===== config.mk =====
export PLATFORM = sky130hd
export DESIGN_NAME = cache_replacement_unit_flat
export DESIGN_NICKNAME = d
export VERILOG_FILES = /design/src/rtl/cache_replacement_unit_if.sv /design/src/rtl/cache_replacement_unit.sv /design/src/flat_wrapper.sv
export SDC_FILE = /design/constraint.sdc
export NUM_CORES = 1
export LEC_CHECK = 0
export CAP_MARGIN = 20
export CORE_MARGIN = 3
export CORE_UTILIZATION = 30
export CTS_CLUSTER_DIAMETER = 30
export DETAILED_ROUTE_END_ITERATION = 8
export PLACE_DENSITY_LB_ADDON = 0.12
export SLEW_MARGIN = 0
export SYNTH_ARGS = -nofsm -noshare
export SYNTH_HDL_FRONTEND = slang
export SYNTH_SLANG_ARGS = --single-unit

===== constraint.sdc =====
create_clock -name clk -period 1.35 [get_ports clk]
set_input_delay 0.27 -clock clk [delete_from_list [all_inputs] [get_ports clk]]
set_output_delay 0.27 -clock clk [all_outputs]
set_load 0.05 [all_outputs]

===== src/rtl/cache_replacement_unit_if.sv =====
// Replacement-unit bus: victim lookup, eviction commit, hit notification
// and flush, bundled so a cache controller connects through one port.
//
// There is no valid/ready handshake on this bus. evict_req, access_req and
// flush are single-cycle commands and are always accepted on the rising
// edge where they are high. victim_way and victim_invalid are
// combinational answers for the set_idx and valid_mask of the same cycle.
interface cache_replacement_unit_if #(
   parameter int SETS = 4,
   parameter int WAYS = 4
);
   localparam int SET_BITS = (SETS > 1) ? $clog2(SETS) : 1;
   localparam int WAY_BITS = $clog2(WAYS);

   logic                flush;
   logic [SET_BITS-1:0] set_idx;
   logic [WAYS-1:0]     valid_mask;
   logic                evict_req;
   logic                access_req;
   logic [SET_BITS-1:0] access_set;
   logic [WAY_BITS-1:0] access_way;
   logic [WAY_BITS-1:0] victim_way;
   logic                victim_invalid;

   modport master (
      output flush, set_idx, valid_mask, evict_req, access_req, access_set, access_way,
      input  victim_way, victim_invalid
   );

   modport slave (
      input  flush, set_idx, valid_mask, evict_req, access_req, access_set, access_way,
      output victim_way, victim_invalid
   );
endinterface


===== src/rtl/cache_replacement_unit.sv =====
// Cache replacement unit. It picks a victim way for the addressed set with
// zero latency. An invalid way is always preferred. Among valid ways the
// choice follows either a per-set round-robin pointer (POLICY=0) or a
// per-set tree pseudo-LRU (POLICY=1). Reset and flush clear all state.
module cache_replacement_unit #(
   parameter int SETS   = 4,
   parameter int WAYS   = 4,
   parameter int POLICY = 0
) (
   input logic                    clk,
   input logic                    reset,
   cache_replacement_unit_if.slave bus
);
   localparam int WAY_BITS = $clog2(WAYS);

   logic [WAY_BITS-1:0] policy_way;
   logic [WAY_BITS-1:0] victim_sel;
   logic                victim_inv;

   // Victim select: the lowest-indexed invalid way overrides the policy choice.
   always_comb begin
      victim_sel = policy_way;
      victim_inv = 1'b0;
      for (int i = WAYS - 1; i >= 0; i--) begin
         if (!bus.valid_mask[i]) begin
            victim_sel = WAY_BITS'(i);
            victim_inv = 1'b1;
         end
      end
   end

   assign bus.victim_way     = victim_sel;
   assign bus.victim_invalid = victim_inv;

   if (POLICY == 0) begin : g_rr
      logic [SETS-1:0][WAY_BITS-1:0] ptr_q, ptr_d;
      logic                          unused_access;

      // Hits carry no information for round-robin.
      assign unused_access = ^{bus.access_req, bus.access_set, bus.access_way};

      // Pointer update: advance only when a valid line is actually displaced.
      always_comb begin
         ptr_d = ptr_q;
         if (bus.flush) begin
            ptr_d = '0;
         end else if (bus.evict_req && !victim_inv) begin
            ptr_d[bus.set_idx] = ptr_q[bus.set_idx] + 1'b1;
         end
      end

      // Pointer register with synchronous reset.
      always_ff @(posedge clk) begin
         if (reset) ptr_q <= '0;
         else       ptr_q <= ptr_d;
      end

      assign policy_way = ptr_q[bus.set_idx];
   end else begin : g_plru
      localparam int TREE_W = WAYS - 1;

      logic [SETS-1:0][TREE_W-1:0] tree_q, tree_d;

      // Walk from the root: a 0 bit goes left, a 1 bit goes right. The
      // directions taken, MSB first, spell out the victim way index.
      function automatic logic [WAY_BITS-1:0] plru_walk(input logic [TREE_W-1:0] t);
         logic [WAY_BITS-1:0] node;
         logic [WAY_BITS-1:0] way;
         logic                dir;
         node = '0;
         way  = '0;
         for (int l = 0; l < WAY_BITS; l++) begin
            dir                = t[node];
            way[WAY_BITS-1-l]  = dir;
            node               = WAY_BITS'(32'(node) * 2 + 1 + 32'(dir));
         end
         return way;
      endfunction

      // Point every node on the path of w away from w. Other nodes are untouched.
      function automatic logic [TREE_W-1:0] plru_touch(input logic [TREE_W-1:0] t,
                                                       input logic [WAY_BITS-1:0] w);
         logic [TREE_W-1:0]   res;
         logic [WAY_BITS-1:0] node;
         logic                dir;
         res  = t;
         node = '0;
         for (int l = 0; l < WAY_BITS; l++) begin
            dir       = w[WAY_BITS-1-l];
            res[node] = ~dir;
            node      = WAY_BITS'(32'(node) * 2 + 1 + 32'(dir));
         end
         return res;
      endfunction

      // Tree update: the hit touch is applied first, then the evict touch,
      // so the evict wins on shared nodes when both address one set.
      always_comb begin
         tree_d = tree_q;
         if (bus.flush) begin
            tree_d = '0;
         end else begin
            if (bus.access_req) begin
               tree_d[bus.access_set] = plru_touch(tree_d[bus.access_set], bus.access_way);
            end
            if (bus.evict_req) begin
               tree_d[bus.set_idx] = plru_touch(tree_d[bus.set_idx], victim_sel);
            end
         end
      end

      // Tree register with synchronous reset.
      always_ff @(posedge clk) begin
         if (reset) tree_q <= '0;
         else       tree_q <= tree_d;
      end

      assign policy_way = plru_walk(tree_q[bus.set_idx]);
   end
endmodule


===== src/flat_wrapper.sv =====
// flat-port wrapper written by rule: the top's interface ports become plain ports
module cache_replacement_unit_flat 
#(
   parameter int SETS   = 4,
   parameter int WAYS   = 4,
   parameter int POLICY = 0
)
  (clk, reset, bus_flush, bus_set_idx, bus_valid_mask, bus_evict_req, bus_access_req, bus_access_set, bus_access_way, bus_victim_way, bus_victim_invalid);
  cache_replacement_unit_if #(.SETS(SETS), .WAYS(WAYS)) bus_i ();
  input logic clk;
  input logic reset;
  input wire logic [$bits(bus_i.flush)-1:0] bus_flush;
  input wire logic [$bits(bus_i.set_idx)-1:0] bus_set_idx;
  input wire logic [$bits(bus_i.valid_mask)-1:0] bus_valid_mask;
  input wire logic [$bits(bus_i.evict_req)-1:0] bus_evict_req;
  input wire logic [$bits(bus_i.access_req)-1:0] bus_access_req;
  input wire logic [$bits(bus_i.access_set)-1:0] bus_access_set;
  input wire logic [$bits(bus_i.access_way)-1:0] bus_access_way;
  output wire logic [$bits(bus_i.victim_way)-1:0] bus_victim_way;
  output wire logic [$bits(bus_i.victim_invalid)-1:0] bus_victim_invalid;
  assign bus_i.flush = bus_flush;
  assign bus_i.set_idx = bus_set_idx;
  assign bus_i.valid_mask = bus_valid_mask;
  assign bus_i.evict_req = bus_evict_req;
  assign bus_i.access_req = bus_access_req;
  assign bus_i.access_set = bus_access_set;
  assign bus_i.access_way = bus_access_way;
  assign bus_victim_way = bus_i.victim_way;
  assign bus_victim_invalid = bus_i.victim_invalid;
  cache_replacement_unit #(.SETS(SETS), .WAYS(WAYS), .POLICY(POLICY)) u_core (.clk(clk), .reset(reset), .bus(bus_i));
endmodule

# == Word-level counts from Yosys, hierarchy flattened ==
# Index checks and enable logic that the tools add are counted.
# totals
ff_bits,8
out_inout_bits,3
inputBits,15
# classes
n_addsub,1
reduce_logical,4
mux,13
magnitude_cmp,2
# op_table
operator,count
$mux W2,6
$bwmux W8,1
$bmux W2 S2,1
$demux W2 S2,1
$mux W1,4
$lt A2 B3 Y1 const B,1
$add A2 B1 Y2 const B,1
$ge A2 B1 Y1 const B,1
$logic_and A1 B1 Y1,2
$reduce_or A2 Y1,1
$logic_not A1 Y1,1

# == Logic depth before layout (Yosys ltp) ==
# logic_depth
word_depth,6
ltp_mapped,4

# == Worst setup path before layout ==
# No wires, ideal clock.
# synth_timing
path_kind,input to output
start,input port bus_set_idx[0]
end,output port bus_victim_way[0]
setup_slack_ps,-696
arrival_ps,1776
path_buffers,0
cell_stages,3
path_cell_list,mux4_1 o21ai_0 a21boi_0
# synth_between
elab_chain_len,6
# synth_rtl
element,line,source
from (decl),flat_wrapper.sv:13,input wire logic [$bits(bus_i.set_idx)-1:0] bus_set_idx;
$bmux W2 S2,cache_replacement_unit.sv:58,assign policy_way = ptr_q[bus.set_idx];
$mux W2 (not written as such),cache_replacement_unit.sv:58,
$mux W2 (4 in a row),cache_replacement_unit.sv:25,if (!bus.valid_mask[i]) begin
to (decl),flat_wrapper.sv:19,output wire logic [$bits(bus_i.victim_way)-1:0] bus_victim_way;
# Every way passes these cells. The select of a mux whose other input is x is not followed.

# == Worst setup path after layout ==
# layout_timing
start,register u_core.g_rr.ptr_q[7] (netlist bit)
end,output port bus_victim_way[1]
# layout_between
elab_chain_len,6
# layout_rtl
element,line,source
from (decl),cache_replacement_unit.sv:36,"logic [SETS-1:0][WAY_BITS-1:0] ptr_q, ptr_d;"
from (signal assigned),cache_replacement_unit.sv:55,else ptr_q <= ptr_d;
$bmux W2 S2,cache_replacement_unit.sv:58,
$mux W2 (not written as such),cache_replacement_unit.sv:58,
$mux W2 (4 in a row),cache_replacement_unit.sv:25,
# Every way passes these cells. The select of a mux whose other input is x is not followed.

==> reports/qor.yml <==
outcome:
  outcome: "finished, violations left"
  violations: "setup timing"
sta:
  worst_slew_pin_slew_ns: 0.2991
  whs_ns: 0.5201
  rsz0062_at_grt: "yes"
  fin_skew_ns: 0.0001157
  layout_setup_ws_ns: -0.3620
  period_needed_ns: 1.712
  setup-violations-final: 2
  finalCritPeriodShare: 1.268
  finalMaxSlewViolations: 0
  relSlewSlack: 0.7981
  fmax_mhz: 584.1
  hold_violations: 0
synthesis:
  yosysTopAreaCell: "dfxtp_1"
  synth_top_area_share: 0.3441
  ys_ff_latch: 8
  syn-cell-area_um2: 465.4
  ys_types: 21
  synthCells: 52
  synth.area.top_cells: "dfxtp_1 (34%), mux4_1 (11%), or3_1 (8.1%)"
  synth_nets: 67
  syn_area_per_cell_um2: 8.951
  seq_area_frac_synth: 0.3441
  yosysWarnings: 0
place:
  numPortBuffers: 12
  dpl_worst_slack_ns: -0.7538
  gp_congestion: 0.6593
  detailed_place_hpwl_mm: 1.008
  place_area_um2: 743.2
  dp_cells: 95
final_layout:
  areaGrowthSynthToFinish_pct: 75.00
  largestRegisters: "u_core.g_rr.ptr_q (8)"
  stdcell_count: 101
  layout-drive-gt1-share: 0.5000
  final_core_util: 0.5891
  final_nets: 103
  stdcell_area_um2: 814.5
  regMostFlops: "u_core.g_rr.ptr_q"
  antenna_cells: 0
  largest_reg_flops: 8
floorplan:
  core_mm2: 0.001383
  io_pins: 18
  die_h_um: 45.39
  start_util: 0.3367
  dieArea_mm2: 0.002060
  placement_rows: 13
  die_w_um: 45.39
power:
  power-per-cell-area_mw_per_mm2: 667.7
  vdd.ir_drop.worst_mv: 0.7757
  p_leak_nw: 0.3185
routing:
  post_drt_wl_per_cell_um: 13.14
  vias_per_cell: 5.406
  drc: 0
  drtPass1Iterations: 4
  vias: 546
  detail-route-antenna-nets: 0
  finalWirelength_mm: 1.327
  drt_iter0_markers: 10
global_routing:
  grt_overflow: 0
  grt_max_degree: 8
  grt_pass1_wl_mm: 2.132
  grt_pass1_vias: 517
  grt_use_total: 0.1475
  antenna_found_initial: 0
run:
  maxCapViolations: 0
cts:
  cts_max_path_buffers: 2
  clk-insertion-delay-late_ns: 0.26
  cts_max_level: 1
  clock_sinks: 8
  cts_root_buffer: "clkbuf_4"
  cts_made_buffers: 3
  cts_tree: "done"
  path_clk_slew_ns: 0.06
  ctsHoldBuffers: 0
critical_path:
  cp_max_fo: 2
  arrival_ns: 1.44
  end_kind: "output port"
  start_kind: "flip-flop"
  path_class: "flip-flop to output port"
  critical_path_required_ns: 1.08
min_path:
  hp-class: "primary input to flip-flop"
logic make-up (layout without fill, tap and decap cells):
logic type	Yosys count	in the layout	synth area share
flops	8	8	0.3441
mux	2	2	0.1129
buf+inv	7	41	0.05644
compound gates	19	19	0.2634
simple gates	16	16	0.2231
routing by layer:
layer	up-vias	track usage	routed length, um
li1	272	-	-
met4	0	0.01754	0
met2	13	0.2563	650
met3	0	0.06719	92
met1	261	0.1683	584
met5	-	0	0
cell type report:
type / count / area (um2)
inverter: 5 / 18.77
clock buffer: 3 / 22.52
sequential: 8 / 162.7
multi-input combinational: 37 / 314.1
fill: 139 / 568.0
timing repair buffer: 33 / 277.8
tap: 15 / 18.77
final timing paths:
kind | startpoint | end | slack [ns] | cells after the start
setup / recovery | u_core.g_rr.ptr_q[7] | bus_victim_way[1] | -0.36 | 3
hold / removal | bus_set_idx[0] | u_core.g_rr.ptr_q[7] | 0.52 | 4
setup reg to reg | u_core.g_rr.ptr_q[0] | u_core.g_rr.ptr_q[1] | 0.17 | 4
hold reg to reg | u_core.g_rr.ptr_q[1] | u_core.g_rr.ptr_q[1] | 0.60 | 3
placed cells by master, fill, tap and decap left out, types with 3 or more instances in the layout:
cell and count:
dfxtp_1 6, inv_1 5, buf_4 20, or3_1 6, dlygate4sd2_1 4, o21ai_0 4
a21oi_1 4, clkbuf_4 3
critical path, cell delays in order, from the launching register on:
cell,delay (ns)
dfxtp_2,0.33
mux4_2,0.47
o211a_4,0.25
buf_8,0.14
report_power, final:
part,internal (mW),switching [mW]
Clock,0.102,0.0879
Sequential,0.236,0.000182
Combinational,0.0616,0.0557
per-stage QoR:
step	setup TNS (ns)	power (mW)
global route	-0.7954	0.5755
finish	-0.7123	0.5439
detailed placement	-4.779	0.3552
CTS	-0.7636	0.5548
global placement	-4.511	0.3541
floorplan	-0.02677	0.2882
cell usage after synthesis (all sizes together):
cell and instances:
clkbuf 1, a21oi 6, o41ai 2, nand4 1, buf 1, dfxtp 8, or2 1, inv 5
o31ai 2, mux4 2, nand3b 2, or3b 1, or4 2, a21boi 1, o211a 1, or3 6
nand3 1, o21ai 5, nand2 1, o311ai 2, nor2 1
what timing repair did:
action,CTS,global route
setup endpoints to repair,11,5
gates resized for setup,18,9
setup buffers,3,0
pin swaps,4,3
Note: power is estimated with default switching activity, not from simulation.
